File: config.mk
export PLATFORM = sky130hd
export DESIGN_NAME = wb_dma_master_flat
export DESIGN_NICKNAME = d
export VERILOG_FILES = /design/src/rtl/wb_dma_master_if.sv /design/src/rtl/wb_dma_master.sv /design/src/flat_wrapper.sv
export SDC_FILE = /design/constraint.sdc
export NUM_CORES = 1
export LEC_CHECK = 0
export BUFFER_PORTS_ARGS = -buffer_cell sky130_fd_sc_hd__buf_2
export CAP_MARGIN = 20
export CORE_ASPECT_RATIO = 1.2
export CORE_UTILIZATION = 50
export CTS_CLUSTER_SIZE = 30
export DETAILED_ROUTE_END_ITERATION = 6
export GPL_TIMING_DRIVEN = 0
export HOLD_SLACK_MARGIN = 0.15
export PLACE_DENSITY = 0.84
export SLEW_MARGIN = 20
export SYNTH_ARGS = -nofsm -noshare
export SYNTH_HDL_FRONTEND = slang
export SYNTH_SLANG_ARGS = --single-unit
File: constraint.sdc
create_clock -name wb_clk -period 2.6 [get_ports wb_clk]
set_clock_uncertainty 0.05 [all_clocks]
set_input_delay 0.26 -clock wb_clk [delete_from_list [all_inputs] [get_ports wb_clk]]
set_output_delay 0.26 -clock wb_clk [all_outputs]
set_load 0.02 [all_outputs]
File: src/rtl/wb_dma_master_if.sv
// Wishbone bus bundle between the wb_dma_master initiator (master modport)
// and the memory responder (slave modport).
interface wb_dma_master_if;
   logic [15:0] wb_adr;
   logic [15:0] wb_dat_o;
   logic [15:0] wb_dat_i;
   logic        wb_cyc;
   logic        wb_stb;
   logic        wb_we;
   logic [1:0]  wb_sel;
   logic        wb_ack;

   modport master (
      output wb_adr, wb_dat_o, wb_cyc, wb_stb, wb_we, wb_sel,
      input  wb_dat_i, wb_ack
   );

   modport slave (
      input  wb_adr, wb_dat_o, wb_cyc, wb_stb, wb_we, wb_sel,
      output wb_dat_i, wb_ack
   );
endinterface

File: src/rtl/wb_dma_master.sv
// Wishbone block-transfer initiator with a single host-side FIFO.
// Define WB_DMA_TIMEOUT_EN to abort a bus cycle after TIMEOUT cycles without ack.
module wb_dma_master #(
   parameter int FIFO_DEPTH = 4,
   parameter int TIMEOUT    = 64
) (
   input  logic        wb_clk,
   input  logic        wb_rst,
   input  logic        start,
   input  logic [15:0] cmd_adr,
   input  logic [15:0] cmd_cnt,
   input  logic        cmd_dir,
   input  logic [15:0] fifo_din,
   input  logic        fifo_push,
   output logic [15:0] fifo_dout,
   input  logic        fifo_pop,
   output logic        fifo_full,
   output logic        fifo_empty,
   output logic        busy,
   output logic        done,
   output logic        error,
   wb_dma_master_if.master wb
);

   localparam int PW = $clog2(FIFO_DEPTH);

   typedef enum logic [2:0] {
      S_IDLE,
      S_ARM,
      S_REQ,
      S_GAP,
      S_DONE
   } state_t;

   state_t      r_state;
   logic [15:0] r_adr;
   logic [15:0] r_remaining;
   logic        r_dir;
   logic        r_busy;
   logic        r_done;
   logic        r_error;
   logic [15:0] r_wb_adr;
   logic [15:0] r_wb_dat_o;
   logic        r_wb_cyc;
   logic        r_wb_stb;
   logic        r_wb_we;
   logic [1:0]  r_wb_sel;

   logic [15:0] r_mem [FIFO_DEPTH];
   logic [PW:0] r_wr_ptr;
   logic [PW:0] r_rd_ptr;

   logic        w_full;
   logic        w_empty;
   logic        w_push;
   logic        w_pop;
   logic [15:0] w_push_data;
   logic [15:0] w_head;
   logic        w_ack_req;
   logic        w_arm_go;
   logic        w_unused;

`ifdef WB_DMA_TIMEOUT_EN
   localparam int TW = $clog2(TIMEOUT + 1);
   logic [TW-1:0] r_tmo;
`endif

   assign w_empty = (r_wr_ptr == r_rd_ptr);
   assign w_full  = (r_wr_ptr[PW] != r_rd_ptr[PW]) &&
                    (r_wr_ptr[PW-1:0] == r_rd_ptr[PW-1:0]);
   assign w_head  = r_mem[r_rd_ptr[PW-1:0]];

   // The job direction decides who owns each FIFO port: host pushes / engine pops
   // for writes, engine pushes / host pops for reads.
   assign w_ack_req   = (r_state == S_REQ) && wb.wb_ack;
   assign w_push      = !w_full && (r_dir ? fifo_push : w_ack_req);
   assign w_push_data = r_dir ? fifo_din : wb.wb_dat_i;
   assign w_pop       = !w_empty && (r_dir ? (r_state == S_ARM) : fifo_pop);
   assign w_arm_go    = (r_state == S_ARM) && (r_dir ? !w_empty : !w_full);
   assign w_unused    = cmd_adr[0] ^ (TIMEOUT > 0);

   // NOTE: storage is deliberately not reset; the pointers define validity, so
   // clearing them on reset discards the contents without a reset on every word.
   always_ff @(posedge wb_clk) begin
      if (w_push) r_mem[r_wr_ptr[PW-1:0]] <= w_push_data;
   end

   always_ff @(posedge wb_clk or posedge wb_rst) begin
      if (wb_rst) begin
         r_wr_ptr <= '0;
         r_rd_ptr <= '0;
      end else begin
         if (w_push) r_wr_ptr <= r_wr_ptr + (PW+1)'(1);
         if (w_pop)  r_rd_ptr <= r_rd_ptr + (PW+1)'(1);
      end
   end

   // NOTE: every state register below uses non-blocking assignment so all of
   // them update together from the values present before the clock edge.
   always_ff @(posedge wb_clk or posedge wb_rst) begin
      if (wb_rst) begin
         r_state     <= S_IDLE;
         r_adr       <= '0;
         r_remaining <= '0;
         r_dir       <= 1'b0;
         r_busy      <= 1'b0;
         r_done      <= 1'b0;
         r_error     <= 1'b0;
         r_wb_adr    <= '0;
         r_wb_dat_o  <= '0;
         r_wb_cyc    <= 1'b0;
         r_wb_stb    <= 1'b0;
         r_wb_we     <= 1'b0;
         r_wb_sel    <= '0;
`ifdef WB_DMA_TIMEOUT_EN
         r_tmo       <= '0;
`endif
      end else begin
         r_done <= 1'b0;
         case (r_state)
            S_IDLE: begin
               if (start) begin
                  r_adr       <= {cmd_adr[15:1], 1'b0};
                  r_remaining <= cmd_cnt;
                  r_dir       <= cmd_dir;
                  r_error     <= 1'b0;
                  r_busy      <= 1'b1;
                  r_state     <= (cmd_cnt == 16'd0) ? S_DONE : S_ARM;
               end
            end
            S_ARM: begin
               if (w_arm_go) begin
                  if (r_dir) r_wb_dat_o <= w_head;
                  r_wb_cyc <= 1'b1;
                  r_wb_stb <= 1'b1;
                  r_wb_we  <= r_dir;
                  r_wb_sel <= 2'b11;
                  r_wb_adr <= r_adr;
`ifdef WB_DMA_TIMEOUT_EN
                  r_tmo    <= '0;
`endif
                  r_state  <= S_REQ;
               end
            end
            S_REQ: begin
               if (wb.wb_ack) begin
                  r_wb_stb    <= 1'b0;
                  r_adr       <= r_adr + 16'd2;
                  r_remaining <= r_remaining - 16'd1;
                  r_state     <= S_GAP;
               end
`ifdef WB_DMA_TIMEOUT_EN
               else if (r_tmo == TW'(TIMEOUT - 1)) begin
                  r_wb_cyc <= 1'b0;
                  r_wb_stb <= 1'b0;
                  r_wb_we  <= 1'b0;
                  r_wb_sel <= '0;
                  r_error  <= 1'b1;
                  r_state  <= S_DONE;
               end else begin
                  r_tmo <= r_tmo + TW'(1);
               end
`endif
            end
            S_GAP: begin
               r_wb_cyc <= 1'b0;
               r_wb_we  <= 1'b0;
               r_wb_sel <= '0;
               r_state  <= (r_remaining == 16'd0) ? S_DONE : S_ARM;
            end
            S_DONE: begin
               r_busy  <= 1'b0;
               r_done  <= 1'b1;
               r_state <= S_IDLE;
            end
            default: r_state <= S_IDLE;
         endcase
      end
   end

   assign fifo_dout   = w_head;
   assign fifo_full   = w_full;
   assign fifo_empty  = w_empty;
   assign busy        = r_busy;
   assign done        = r_done;
   assign error       = r_error;
   assign wb.wb_adr   = r_wb_adr;
   assign wb.wb_dat_o = r_wb_dat_o;
   assign wb.wb_cyc   = r_wb_cyc;
   assign wb.wb_stb   = r_wb_stb;
   assign wb.wb_we    = r_wb_we;
   assign wb.wb_sel   = r_wb_sel;

endmodule
File: src/flat_wrapper.sv
// flat-port wrapper written by rule: the top's interface ports become plain ports
module wb_dma_master_flat 
#(
   parameter int FIFO_DEPTH = 4,
   parameter int TIMEOUT    = 64
)
  (wb_clk, wb_rst, start, cmd_adr, cmd_cnt, cmd_dir, fifo_din, fifo_push, fifo_dout, fifo_pop, fifo_full, fifo_empty, busy, done, error, wb_wb_adr, wb_wb_dat_o, wb_wb_cyc, wb_wb_stb, wb_wb_we, wb_wb_sel, wb_wb_dat_i, wb_wb_ack);
  wb_dma_master_if wb_i ();
  input  logic wb_clk;
  input  logic wb_rst;
  input  logic start;
  input  logic [15:0] cmd_adr;
  input  logic [15:0] cmd_cnt;
  input  logic cmd_dir;
  input  logic [15:0] fifo_din;
  input  logic fifo_push;
  output logic [15:0] fifo_dout;
  input  logic fifo_pop;
  output logic fifo_full;
  output logic fifo_empty;
  output logic busy;
  output logic done;
  output logic error;
  output wire logic [$bits(wb_i.wb_adr)-1:0] wb_wb_adr;
  output wire logic [$bits(wb_i.wb_dat_o)-1:0] wb_wb_dat_o;
  output wire logic [$bits(wb_i.wb_cyc)-1:0] wb_wb_cyc;
  output wire logic [$bits(wb_i.wb_stb)-1:0] wb_wb_stb;
  output wire logic [$bits(wb_i.wb_we)-1:0] wb_wb_we;
  output wire logic [$bits(wb_i.wb_sel)-1:0] wb_wb_sel;
  input wire logic [$bits(wb_i.wb_dat_i)-1:0] wb_wb_dat_i;
  input wire logic [$bits(wb_i.wb_ack)-1:0] wb_wb_ack;
  assign wb_wb_adr = wb_i.wb_adr;
  assign wb_wb_dat_o = wb_i.wb_dat_o;
  assign wb_wb_cyc = wb_i.wb_cyc;
  assign wb_wb_stb = wb_i.wb_stb;
  assign wb_wb_we = wb_i.wb_we;
  assign wb_wb_sel = wb_i.wb_sel;
  assign wb_i.wb_dat_i = wb_wb_dat_i;
  assign wb_i.wb_ack = wb_wb_ack;
  wb_dma_master #(.FIFO_DEPTH(FIFO_DEPTH), .TIMEOUT(TIMEOUT)) u_core (.wb_clk(wb_clk), .wb_rst(wb_rst), .start(start), .cmd_adr(cmd_adr), .cmd_cnt(cmd_cnt), .cmd_dir(cmd_dir), .fifo_din(fifo_din), .fifo_push(fifo_push), .fifo_dout(fifo_dout), .fifo_pop(fifo_pop), .fifo_full(fifo_full), .fifo_empty(fifo_empty), .busy(busy), .done(done), .error(error), .wb(wb_i));
endmodule
==> flow_summary.json <==
{
  "areaGrowthSynthToFinish_pct": 29.6,
  "synth_commonest_cells": "77 x dfrtp_1, 64 x edfxtp_1, 44 x mux2_2",
  "p_leak_uw": 0.00349,
  "yosysTopAreaCell": "dfrtp_1",
  "hold_viol": 0,
  "synth_edf_count": 64,
  "required_ps": 2290,
  "dieHeight_um": 128,
  "postSynth.asyncResetShare": 0.546,
  "clock_sinks": 141,
  "period_needed_ps": 2500,
  "die_w_um": 107,
  "place_ws_ps": -87.1,
  "place_hpwl_mm": 11.4,
  "synth_flop_cell": "dfrtp_1",
  "place_congestion": 0.913,
  "grt-ovfl-total": 0,
  "maxCapViolCount": 0,
  "synth_area_leaders": "dfrtp_1 29%, edfxtp_1 29%, mux2_2 7.5%",
  "maxSlewHeadroom": 0.384,
  "ys_warn_count": 0,
  "drtIter0Drc": 352,
  "clockRootBuffer": "clkbuf_16",
  "io_pins": 129,
  "synthCells": 507,
  "grt_pass1_wl_mm": 27.6,
  "first_global_vias": 5356,
  "io_buffers": 125,
  "grt_max_degree": 46,
  "cp_max_fo": 10,
  "synth-seq-area-share": 0.580,
  "setup_viol": 0,
  "cts_setup_buffers": 0,
  "clkTransAtPathRegs_ps": 60,
  "min_path_type": "in -> reg",
  "fillCellCount": 860,
  "diodes": 0,
  "dr.pass1.iters": 5,
  "synth.most_common_cell": "dfrtp_1",
  "placementRows": 45,
  "fin_crit_sh": 0.963,
  "seq_area_sq_um": 3850,
  "synth_area_sq_um": 6640,
  "synth_top_area_frac": 0.290,
  "hold_path.startpoint": "wb_wb_dat_i[11]",
  "post-route-util": 0.673,
  "powerDensity_nw_per_um2": 1320,
  "synth-seq-cells": 141,
  "setup_slack_ps": 96.6,
  "yosysUniqueCellTypes": 63,
  "ant_nets": 0,
  "fmax_ghz": 0.399,
  "htreeDepth": 4,
  "grtUsageTotal": 0.267,
  "grt_antenna_before_repair": 0,
  "dieArea_sq_um": 13700,
  "cp-end-kind": "output pin",
  "fin_nets": 779,
  "tritoncts": "done",
  "avgSynthCellArea_sq_um": 13.1,
  "status": "finished, final reports clean",
  "rsz0062_at_grt": "no",
  "vias": 5183,
  "routedWlPerCell_um": 19.8,
  "initial_utilization": 0.519,
  "setup.worst_path.start": "u_core.r_rd_ptr[1]",
  "hold-worst-slack_ps": 167,
  "vias_per_cell": 5.91,
  "wirelength_mm": 17.4,
  "numCtsBuffers": 17,
  "design.core.area_sq_um": 12800,
  "crit_type": "reg -> out",
  "worst_pin_slew_ps": 911,
  "multi_input_area_sq_um": 2560,
  "drc": 0,
  "rrSetupSlack_ps": 180,
  "cp-start-kind": "register",
  "cp.arrival_ps": 2190,
  "r2r_start": "u_core.r_state[2]",
  "max-clock-path-buffers": 2,
  "clk_latency_ps": 420,
  "max-vdd-ir-drop_mv": 0.956,
  "timing.final.max_slew_violations": 0,
  "drive_above_1_share": 0.362
}
[cell families after synthesis]
family	Yosys count	synth area share
AOI/OAI and AO/OA	102	0.0964
DFF	141	0.580
muxes	69	0.149
buffers and inverters	45	0.0360
xor gates and xnor gates	8	0.0128
other	1	0.000565
adders and majority gates	8	0.0151
and+or+nand+nor	133	0.111
[flip-flops by register name, summed over array words and instances (netlist names)]
name	count
u_core.r_remaining	16
u_core.wb.wb_sel	1
u_core.wb.wb_stb	1
u_core.busy	1
u_core.r_state	3
u_core.r_wr_ptr	3
u_core.r_mem	64
u_core.r_rd_ptr	3
u_core.done	1
u_core.r_adr	15
u_core.wb.wb_adr	15
u_core.wb.wb_we	1
u_core.wb.wb_dat_o	16
u_core.r_dir	1
[power by group]
part | switching [uW] | internal, uW | total (uW)
logic | 2880 | 2130 | 5020
clock network | 954 | 1560 | 2520
registers | 568 | 3240 | 3800
total | 4410 | 6930 | 11300
[final cells by class]
class,instances,area share
clock buffer,19,0.0527
tap,164,0.0239
multi-input combinational,322,0.298
clock inverter,13,0.0188
sequential,141,0.448
buffer,36,0.0239
inverter,9,0.00422
timing repair buffer,173,0.131
[layout by cell type, fill, tap and decap left out, types with 3 or more instances in the layout]
cell type	synthesis	final
dlygate4sd3_1	0	46
xnor2_1	6	6
o211ai_1	4	4
inv_6	0	3
nand3_1	22	22
or4b_1	3	3
nor4_1	9	9
clkbuf_16	0	17
o22ai_1	8	8
o21ai_0	26	26
a31oi_1	3	3
buf_2	11	136
and3_1	4	4
and2_2	0	3
nor2_1	20	20
buf_6	5	5
nor4b_1	4	4
a2bb2oi_1	8	8
buf_4	5	5
edfxtp_1	64	64
mux2_2	44	44
mux4_2	16	16
nand2_1	28	28
nor3_1	6	6
nand4_1	9	9
ha_1	8	8
clkinv_2	0	3
a21oi_1	31	31
mux2_4	8	8
bufinv_16	0	3
inv_1	9	8
dfrtp_1	77	77
o21a_1	3	3
clkinvlp_4	0	4
clkbuf_1	14	14
nand2b_1	4	4
[worst max-delay path, cell delays in order (launching register included)]
cell,delay [ps]
dfrtp_1,340
buf_2,260
clkbuf_1,530
mux4_2,450
buf_2,190
[metrics by stage]
stage | setup TNS (ps) | instance area [sq um] | cells | total power, uW
after CTS | 0 | 8590 | 876 | 11300
after detailed placement | -3300 | 7520 | 799 | 8690
after floorplan | 0 | 6640 | 508 | 7200
after global routing | 0 | 8600 | 877 | 11900
final | 0 | 8600 | 877 | 11300
after global placement | -63410 | 7470 | 797 | 8440
[final timing paths]
path	endpoint	cells after the start
setup / recovery	fifo_dout[5]	4
hold / removal	u_core.r_mem[3][11]	2
setup reg to reg	u_core.r_mem[1][10]	6
hold reg to reg	u_core.wb.wb_we	1
max in group asynchronous	u_core.r_remaining[14]	4
min in group asynchronous	u_core.wb.wb_dat_o[14]	3
[repair_timing]
| action | CTS | global route |
|---|---|---|
| hold buffers | 45 | 1 |
| gates resized for setup | 3 | 0 |
| endpoints found under the setup margin | 48 | 0 |
| hold endpoints to repair | 97 | 2 |
[layer usage]
layer	GRT usage	up-vias	wire, um
met5	0	-	0
met4	0.0878	0	222
met3	0.0595	28	1400
met2	0.481	267	9040
met1	0.315	2570	6700
li1	-	2318	-
Note: power is estimated with default switching activity, not from simulation.
